<file path="src/rtl/alu_pipe.sv">
// alu_pipe: two-stage pipelined ALU (ADD/SUB/AND/OR) on unsigned WIDTH-bit operands.
// Latency is two enabled clock edges with one operation per enabled cycle; en=0 holds every register.
// Ports: clk, rst (async active-high), en, in_valid, A, B, OP -> Y, out_valid [, carry, zero].
// Optional flags: define ALU_PIPE_FLAGS_EN to add the carry/zero outputs and their registers.
module alu_pipe #(
  parameter int WIDTH = 8
) (
  input  logic             clk,
  input  logic             rst,
  input  logic             en,
  input  logic             in_valid,
  input  logic [WIDTH-1:0] A,
  input  logic [WIDTH-1:0] B,
  input  logic [1:0]       OP,
  output logic [WIDTH-1:0] Y,
`ifdef ALU_PIPE_FLAGS_EN
  output logic             out_valid,
  output logic             carry,
  output logic             zero
`else
  output logic             out_valid
`endif
);

  typedef enum logic [1:0] {
    OP_ADD = 2'b00,
    OP_SUB = 2'b01,
    OP_AND = 2'b10,
    OP_OR  = 2'b11
  } op_e;

  // The flagged build carries one extra result bit: carry-out for ADD, borrow for SUB.
`ifdef ALU_PIPE_FLAGS_EN
  localparam int RW = WIDTH + 1;
`else
  localparam int RW = WIDTH;
`endif

  // Stage 1: operand/opcode capture
  logic [WIDTH-1:0] a_q, b_q;
  op_e              op_q;
  logic             vld_q;

  // Stage 2: result registers
  logic [WIDTH-1:0] y_q;
  logic             ov_q;
  logic [RW-1:0]    res_d;

  always_ff @(posedge clk or posedge rst) begin
    if (rst) begin
      a_q   <= '0;
      b_q   <= '0;
      op_q  <= OP_ADD;
      vld_q <= 1'b0;
    end else if (en) begin
      a_q   <= A;
      b_q   <= B;
      op_q  <= op_e'(OP);
      vld_q <= in_valid;
    end
  end

  // Operands are zero-extended to RW bits so the top bit of ADD/SUB is the
  // carry/borrow; the bitwise ops leave it at 0.
  always_comb begin
    res_d = '0;
    case (op_q)
      OP_ADD:  res_d = RW'(a_q) + RW'(b_q);
      OP_SUB:  res_d = RW'(a_q) - RW'(b_q);
      OP_AND:  res_d = RW'(a_q & b_q);
      OP_OR:   res_d = RW'(a_q | b_q);
      default: res_d = '0;
    endcase
  end

  // Y is updated regardless of the valid bit; only out_valid qualifies it.
  always_ff @(posedge clk or posedge rst) begin
    if (rst) begin
      y_q  <= '0;
      ov_q <= 1'b0;
    end else if (en) begin
      y_q  <= res_d[WIDTH-1:0];
      ov_q <= vld_q;
    end
  end

  assign Y         = y_q;
  assign out_valid = ov_q;

`ifdef ALU_PIPE_FLAGS_EN
  logic carry_q, zero_q;
  logic zero_d;

  assign zero_d = (res_d[WIDTH-1:0] == '0);

  // zero resets to 0 even though an all-zero Y would compute zero=1.
  always_ff @(posedge clk or posedge rst) begin
    if (rst) begin
      carry_q <= 1'b0;
      zero_q  <= 1'b0;
    end else if (en) begin
      carry_q <= res_d[WIDTH];
      zero_q  <= zero_d;
    end
  end

  assign carry = carry_q;
  assign zero  = zero_q;
`endif

endmodule

</file>
<file path="config.mk">
export PLATFORM = sky130hd
export DESIGN_NAME = alu_pipe
export DESIGN_NICKNAME = d
export VERILOG_FILES = /design/src/rtl/alu_pipe.sv
export SDC_FILE = /design/constraint.sdc
export NUM_CORES = 1
export LEC_CHECK = 0
export ABC_AREA = 1
export CORE_MARGIN = 2
export CORE_UTILIZATION = 49
export CTS_BUF_LIST = sky130_fd_sc_hd__clkbuf_4 sky130_fd_sc_hd__clkbuf_8
export DETAILED_ROUTE_END_ITERATION = 10
export HOLD_SLACK_MARGIN = 0.1
export PLACE_DENSITY_LB_ADDON = 0.12
export SYNTH_ARGS = -nofsm -noshare
export SYNTH_HDL_FRONTEND = slang
export SYNTH_SLANG_ARGS = --single-unit
</file>
<file path="constraint.sdc">
create_clock -name clk -period 2 [get_ports clk]
set_input_delay 0.3 -clock clk [delete_from_list [all_inputs] [get_ports clk]]
set_output_delay 0.3 -clock clk [all_outputs]
set_load 0.05 [all_outputs]
</file>
==> results of run 1 <==
-- cell usage in the layout, fill, tap and decap left out, types with 3 or more instances in the layout --
master / count
inv_1: 27
nor2_1: 12
clkdlybuf4s50_1: 30
nand3_2: 5
nand4_1: 3
nand3_1: 7
a21oi_1: 7
nand2_1: 66
dfrtp_1: 28
nand2_2: 7
xor2_1: 5
o21ai_0: 21
clkbuf_4: 3
a31oi_1: 3
ha_1: 8
inv_2: 3
buf_4: 21
a21oi_2: 6
-- power breakdown --
| group | internal (uW) | total (uW) | switching [uW] |
|---|---|---|---|
| Clock | 71.0 | 232 | 161 |
| Sequential | 643 | 705 | 62.5 |
| Combinational | 414 | 960 | 546 |
-- per-stage QoR --
stage                     util [%]  instances
final                         70.2        326
after global routing          70.2        326
after CTS                     66.0        320
after detailed placement      64.6        316
after global placement        64.6        316
after floorplan                  -        231
-- area by class of cell --
class                   instances  area [um2]  share of cell area (%)
clock buffers                   3        22.5                   0.954
multi-input cells             164         968                    41.0
repair buffers                 53         480                    20.4
inverters                      32         130                    5.51
flip-flops and latches         28         701                    29.7
well taps                      46        57.6                    2.44
-- tightest hold or removal path, delay by kind of cell --
| kind | cells | cell delay (ns) |
|---|---|---|
| buf+inv | 3 | 0.76 |
-- flip-flops by register name, summed over array words and instances, names as in the netlist --
signal	count
Y	8
a_q	8
b_q	8
op_q	2
out_valid	1
vld_q	1
-- repair_timing --
item                       in CTS  in global routing
gates resized for setup         2                 30
setup buffers                   1                  6
pin swaps                       7                 21
setup endpoints to repair       4                  5
-- cell families after synthesis --
group,count (synthesis),synth area share [%]
adders and majority gates,11,8.41
buffers and inverters,39,9.49
and+or+nand+nor,105,25.4
DFF,28,40.6
xor gates and xnor gates,5,2.54
AOI/OAI and AO/OA,43,13.6
-- routing by layer --
layer  part of all wire (%)  vias to the layer above
met2                     48                       46
met5                      0                        -
met4                    1.5                        0
met1                     46                      746
li1                       -                      840
met3                    4.3                        7
-- worst max-delay path by stage --
stage	cells past startpoint	slack [ns]	endpoint	startpoint
finish	15	-0.11	Y[7]	b_q[0]
global route	17	-0.31	Y[7]	b_q[0]
CTS	15	-0.05	Y[7]	b_q[1]
detailed placement	16	-0.06	Y[7]	b_q[1]
global placement	15	-0.01	Y[7]	b_q[1]
floorplan	16	0.05	Y[7]	b_q[0]
==> results by group, run 1 <==
STA
  – FMAX: 0.474 GHz
  – Endpoints failing setup: 4
  – Final setup margin: -0.108 ns
  – Max transition margin: 66.3%
  – Fin. max-slew vios: 0
  – Period utilisation layout: 105%
  – Count of final hold-check violations: 0
  – RSZ-0062 raised after global routing: yes
  – Fin Clk Skew: 0.00621 ns
  – Worst slew pin tran: 0.504 ns
  – Period minus WS final: 2.11 ns
  – Setup_tns: -0.262 ns
  – Hold_ws: 0.308 ns

Synthesis
  – Async SR Flop Fraction: 100%
  – Cells after Synth: 231
  – Syn nets: 264
  – Post-synth cell types: 24
  – Post-synth top area share: 40.6%
  – Mean Syn Cell Area: 7.47 um2
  – Cell taking the most area after synthesis: dfrtp_1
  – EDFF count, synth: 0
  – Mapped Area: 1730 um2
  – Synth cell count leaders: nand2_1, inv_1, dfrtp_1, o21ai_0, a21oi_1
  – Top-count cell post-synth: nand2_1
  – Part of the Yosys area used for sequential elements: 40.6%
  – Ranking of synthesized cells by area: dfrtp_1, nand2_1, ha_1, inv_1, o21ai_0
  – Post-synth top flop: dfrtp_1
  – Ys Warns: 0
  – Yosys reg bits: 28

Floorplanning
  – IO Pins: 31
  – Die Span Y: 63.4 um
  – Core Area: 3360 um2
  – # rows: 21
  – Die X: 63.4 um
  – Starting Density: 51.3%
  – Die area: 4010 um2

Global routing
  – Met1 Usage GRT: 29.5%
  – First-pass GRT wire length: 6590 um
  – GR Util met3: 2.86%
  – Busiest grt layer: met2
  – Largest net degree at the start of global routing: 29
  – Grt met2 use: 33.3%
  – Gr ovfl total: 0
  – GRT Overall Usage: 20.9%
  – Initial antenna violation count: 0
  – Number of global-route vias before repair: 1492

Critical path
  – CP Capture Type: flop
  – Crit path top cell by count: nand2_1
  – WP buf/inv: 2
  – Worst stage delay on the critical path: 0.42 ns
  – CP max stage cell: dfrtp_1
  – Critical path class: flop to flop
  – CP delay by family, top: simple AND/OR/NAND/NOR gates
  – Worst Reg2Reg Path Length in Cells: 15
  – R2R Path End: Y[7]
  – Worst-path fanout max: 4
  – Arrival @ worst endpoint: 2.35 ns
  – Critical path, cell by cell: inv_2 > ha_4 > inv_4 > nor3_4 > a21oi_2 > xor2_1 > ha_1 > nand2_1 > nand2_2 > a21oi_2 > nand2_2 > nand3_2 > nand3_2 > nand2_1 > nand2_1
  – Crit path launch type: flop
  – Crit Reg-Reg Startpoint: b_q[0]
  – R2r setup slk: -0.11 ns
  – Req. time, crit path: 2.24 ns

Route
  – Final wirelength: 4000 um
  – Remaining antenna violation count: 0
  – Routed wire length per instance: 12.3 um
  – TritonRoute pass-1 iters: 4
  – DR vias/cell: 5.03
  – Post-route DRC: 0
  – Total number of vias: 1639
  – Number of DRC markers in iteration 0: 91

Pwr
  – PD cells: 804 nW/um2
  – P_leak: 0.00118 uW
  – Total power: 1900 uW
  – Max VDD drop: 0.411 mV

Cells and area
  – Design Area, Final: 2360 um2
  – Syn-to-layout area delta: 36.7%
  – Layout cells sized above 1: 20.0%
  – Fillers: 286
  – # diodes: 0
  – Nets: 315

Clock tree
  – TritonCTS clock tree: yes
  – Clk Latency, worst-skew pair: 0.33 ns
  – Hold buffers post-CTS: 0
  – Reg clk slew, reported paths: 0.14 ns
  – Clock sink count: 28
  – H-tree depth: 1
  – CTS Root Buffer Type: clkbuf_4
  – CTS buffer count: 3
  – CTS max path bufs: 2

Worst hold path
  – Hold WC Path Type: input port to asynchronous set/reset pin

Placement
  – Port bufs: 30
  – Post-DP HPWL: 2940 um
  – Pre-CTS WS: -0.0572 ns
  – Gpl congestion: 0.874
  – Placed instance area: 2170 um2

Job
  – Max-cap viol count: 0

Run status
  – Outcome: complete, but fails checks
  – Failing checks: negative setup slack
No activity file was read; power rests on OpenSTA's default activity.
==> run 2, diff against run 1 <==
SETUP_SLACK_MARGIN = 0.02   (was not set)
==> run 2 against run 1 <==
Effect of this change:
- the flow still finishes with violations (negative setup slack)
- die area unchanged
- clock power about the same
- worst hold slack worse by 0.0027 ns
- wire length down 0.22%
- non-clock buffer count unchanged
- via count up 1.3%
- design area increased by 0.37%
- register-to-register slack gained 0.04 ns
- combinational power down 1%
- clock skew is 0.00060 ns higher
- global-route usage up 0.19 points
- first-iteration DRC count fell by 33%
- critical path type unchanged
- critical endpoint unchanged
- largest cell class unchanged
- highest routed layer unchanged
==> results by group, run 2 (same netlist as run 1, synthesis figures left out) <==
Run status
  – Outcome: complete, but fails checks (unchanged)
  – Failing checks: negative setup slack (unchanged)

Clock tree
  – CTS buffer count: 3 (unchanged)
  – CTS max path bufs: 2 (unchanged)
  – CTS Root Buffer Type: clkbuf_4 (unchanged)
  – Reg clk slew, reported paths: 0.14 ns (about the same)
  – Clock sink count: 28 (unchanged)
  – TritonCTS clock tree: yes (unchanged)
  – Clk Latency, worst-skew pair: 0.34 ns (was 0.33 ns)
  – H-tree depth: 1 (unchanged)

Pwr
  – Max VDD drop: 0.383 mV (was 0.411 mV)
  – PD cells: 796 nW/um2 (was 804 nW/um2)
  – P_leak: 0.00118 uW (about the same)

STA
  – Fin. max-slew vios: 0 (unchanged)
  – RSZ-0062 raised after global routing: yes (unchanged)
  – Period minus WS final: 2.07 ns (was 2.11 ns)
  – Period utilisation layout: 103% (was 105%)
  – Setup_tns: -0.111 ns (was -0.262 ns)
  – Worst slew pin tran: 0.504 ns (about the same)
  – Count of final hold-check violations: 0 (unchanged)
  – Fin Clk Skew: 0.00681 ns (was 0.00621 ns)
  – Endpoints failing setup: 3 (was 4)
  – Hold_ws: 0.305 ns (was 0.308 ns)
  – FMAX: 0.484 GHz (was 0.474 GHz)
  – Final setup margin: -0.0658 ns (was -0.108 ns)
  – Max transition margin: 66.3% (about the same)

Worst hold path
  – Hold WC Path Type: input port to asynchronous set/reset pin (unchanged)

Placement
  – Gpl congestion: 0.874 (unchanged)
  – Placed insts: 316 (unchanged)
  – Placed instance area: 2170 um2 (unchanged)
  – Port bufs: 30 (unchanged)
  – Post-DP HPWL: 2940 um (unchanged)

Critical path
  – Critical path class: flop to flop (unchanged)
  – Worst Reg2Reg Path Length in Cells: 16 (was 15)
  – CP delay by family, top: simple AND/OR/NAND/NOR gates (unchanged)
  – Crit path launch type: flop (unchanged)
  – R2r setup slk: -0.07 ns (was -0.11 ns)
  – CP Capture Type: flop (unchanged)
  – Worst stage delay on the critical path: 0.42 ns (about the same)
  – Setup crit end: Y[7] (unchanged)
  – Critical path, cell by cell: inv_2 > ha_4 > inv_2 > nor3_4 > nand2_1 > nand2_1 > xor2_1 > ha_1 > nand2_1 > inv_1 > a21oi_2 > nand2_2 > nand3_1 > nand3_1 > nand2_1 > nand2_1 (was inv_2 > ha_4 > inv_4 > nor3_4 > a21oi_2 > xor2_1 > ha_1 > nand2_1 > nand2_2 > a21oi_2 > nand2_2 > nand3_2 > nand3_2 > nand2_1 > nand2_1)
  – Worst-path fanout max: 3 (was 4)
  – Arrival @ worst endpoint: 2.31 ns (was 2.35 ns)
  – CP startpoint: b_q[1] (was b_q[0])
  – Crit Reg-Reg Startpoint: b_q[1] (was b_q[0])
  – Crit. path cell count: 16 (was 15)
  – WP buf/inv: 3 (was 2)
  – Req. time, crit path: 2.24 ns (about the same)
  – Crit path top cell by count: nand2_1 (unchanged)
  – R2R Path End: Y[7] (unchanged)
  – CP max stage cell: dfrtp_1 (unchanged)

Cells and area
  – Fillers: 291 (was 286)
  – Layout Cells excl Fill: 326 (unchanged)
  – Register area: 702 um2 (was 701 um2)
  – Layout cells sized above 1: 20.0% (unchanged)
  – Multi-input gate area: 971 um2 (was 968 um2)
  – Design Area, Final: 2370 um2 (was 2360 um2)
  – Final Util: 70.4% (was 70.2%)
  – Syn-to-layout area delta: 37.2% (was 36.7%)
  – # diodes: 0 (unchanged)
  – Nets: 315 (unchanged)
  – Most common cell after layout, fill and taps aside: nand2_1 (unchanged)
  – Commonest cells after routing, fill and taps aside: nand2_1, clkdlybuf4s50_1, dfrtp_1 (unchanged)

Global routing
  – Largest net degree at the start of global routing: 29 (unchanged)
  – Number of global-route vias before repair: 1502 (was 1492)
  – GRT Overall Usage: 21.1% (was 20.9%)
  – First-pass GRT wire length: 6640 um (was 6590 um)
  – Initial antenna violation count: 0 (unchanged)
  – Gr ovfl total: 0 (unchanged)

Job
  – Max-cap viol count: 0 (unchanged)

Route
  – DR vias/cell: 5.10 (was 5.03)
  – Post-route DRC: 0 (unchanged)
  – Met3 Routed Length: 155 um (was 173 um)
  – Total number of vias: 1661 (was 1639)
  – Remaining antenna violation count: 0 (unchanged)
  – Wire length on met2: 1910 um (about the same)
  – TritonRoute pass-1 iters: 4 (unchanged)
  – Number of DRC markers in iteration 0: 61 (was 91)
  – Routed wire length per instance: 12.2 um (was 12.3 um)
  – Max layer used: met4 (unchanged)
  – Metal-1 WL: 1860 um (about the same)
  – Final wirelength: 3990 um (was 4000 um)

Floorplanning
  – Die X: 63.4 um (unchanged)
  – Core Area: 3360 um2 (unchanged)
  – Die Span Y: 63.4 um (unchanged)
  – Die area: 4010 um2 (unchanged)
  – Starting Density: 51.3% (unchanged)
  – IO Pins: 31 (unchanged)
  – # rows: 21 (unchanged)
run 2: cell counts in the layout (fill, tap and decap cells not counted):
No cell type changed its count.
run 2: cell type report:
cell class / instances / share of cell area [%]
Multi-Input combinational cell: 164 / 41.0
Tap cell: 46 / 2.43
Clock buffer: 3 / 0.951
Timing Repair Buffer: 53 / 20.6
Inverter: 32 / 5.39
Sequential cell: 28 / 29.6
run 2: what timing repair did:
| item | CTS | global route |
|---|---|---|
| buffers inserted | 3 | 4 |
| hold buffers | 0 | 0 |
| gates resized for setup | 4 | 30 |
| pin swaps | 10 | 19 |
| setup endpoints to repair | 4 | 5 |
run 2: layer usage:
layer | vias to the layer above | GRT usage, %
li1 | 843 | -
met1 | 771 | 29.6
met4 | 0 | 7.07
met2 | 40 | 33.8
met3 | 7 | 2.86
met5 | - | 0
run 2: worst min path at each step:
stage / start / endpoint / depth (start not counted)
finish: rst / Y[3] / 3
global placement: Y[1] / Y[1] / 2
global route: rst / op_q[0] / 3
CTS: rst / op_q[0] / 3
floorplan: rst / Y[0] / 1
detailed placement: Y[7] / Y[7] / 2
run 2: worst register-to-register path, cell delays in order (launching register included):
cell and delay, ns:
dfrtp_1 0.42, inv_2 0.08, ha_4 0.12, inv_2 0.04, nor3_4 0.13, nand2_1 0.07
nand2_1 0.08, xor2_1 0.15, ha_1 0.28, nand2_1 0.11, inv_1 0.05, a21oi_2 0.13
nand2_2 0.06, nand3_1 0.07, nand3_1 0.07, nand2_1 0.06, nand2_1 0.04
run 2: power breakdown:
part / total (uW) / internal (uW) / switching, uW
sequential: 706 / 643 / 63.0
combinational: 946 / 402 / 544
clock: 233 / 71.0 / 162
total: 1890 / 1120 / 769
run 2: metrics by stage:
stage | power [uW] | setup slack, ns
after floorplan | 1240 | 0.0469
after global placement | 1500 | -0.0116
after detailed placement | 1520 | -0.0572
after CTS | 1770 | -0.0543
after global routing | 2030 | -0.291
final | 1890 | -0.0658
==> run 3, diff against run 2 <==
SETUP_SLACK_MARGIN = not set   (was 0.02)
==> results of run 3 <==
Same layout as run 1: the final DEF is identical, and so are final timing and power.
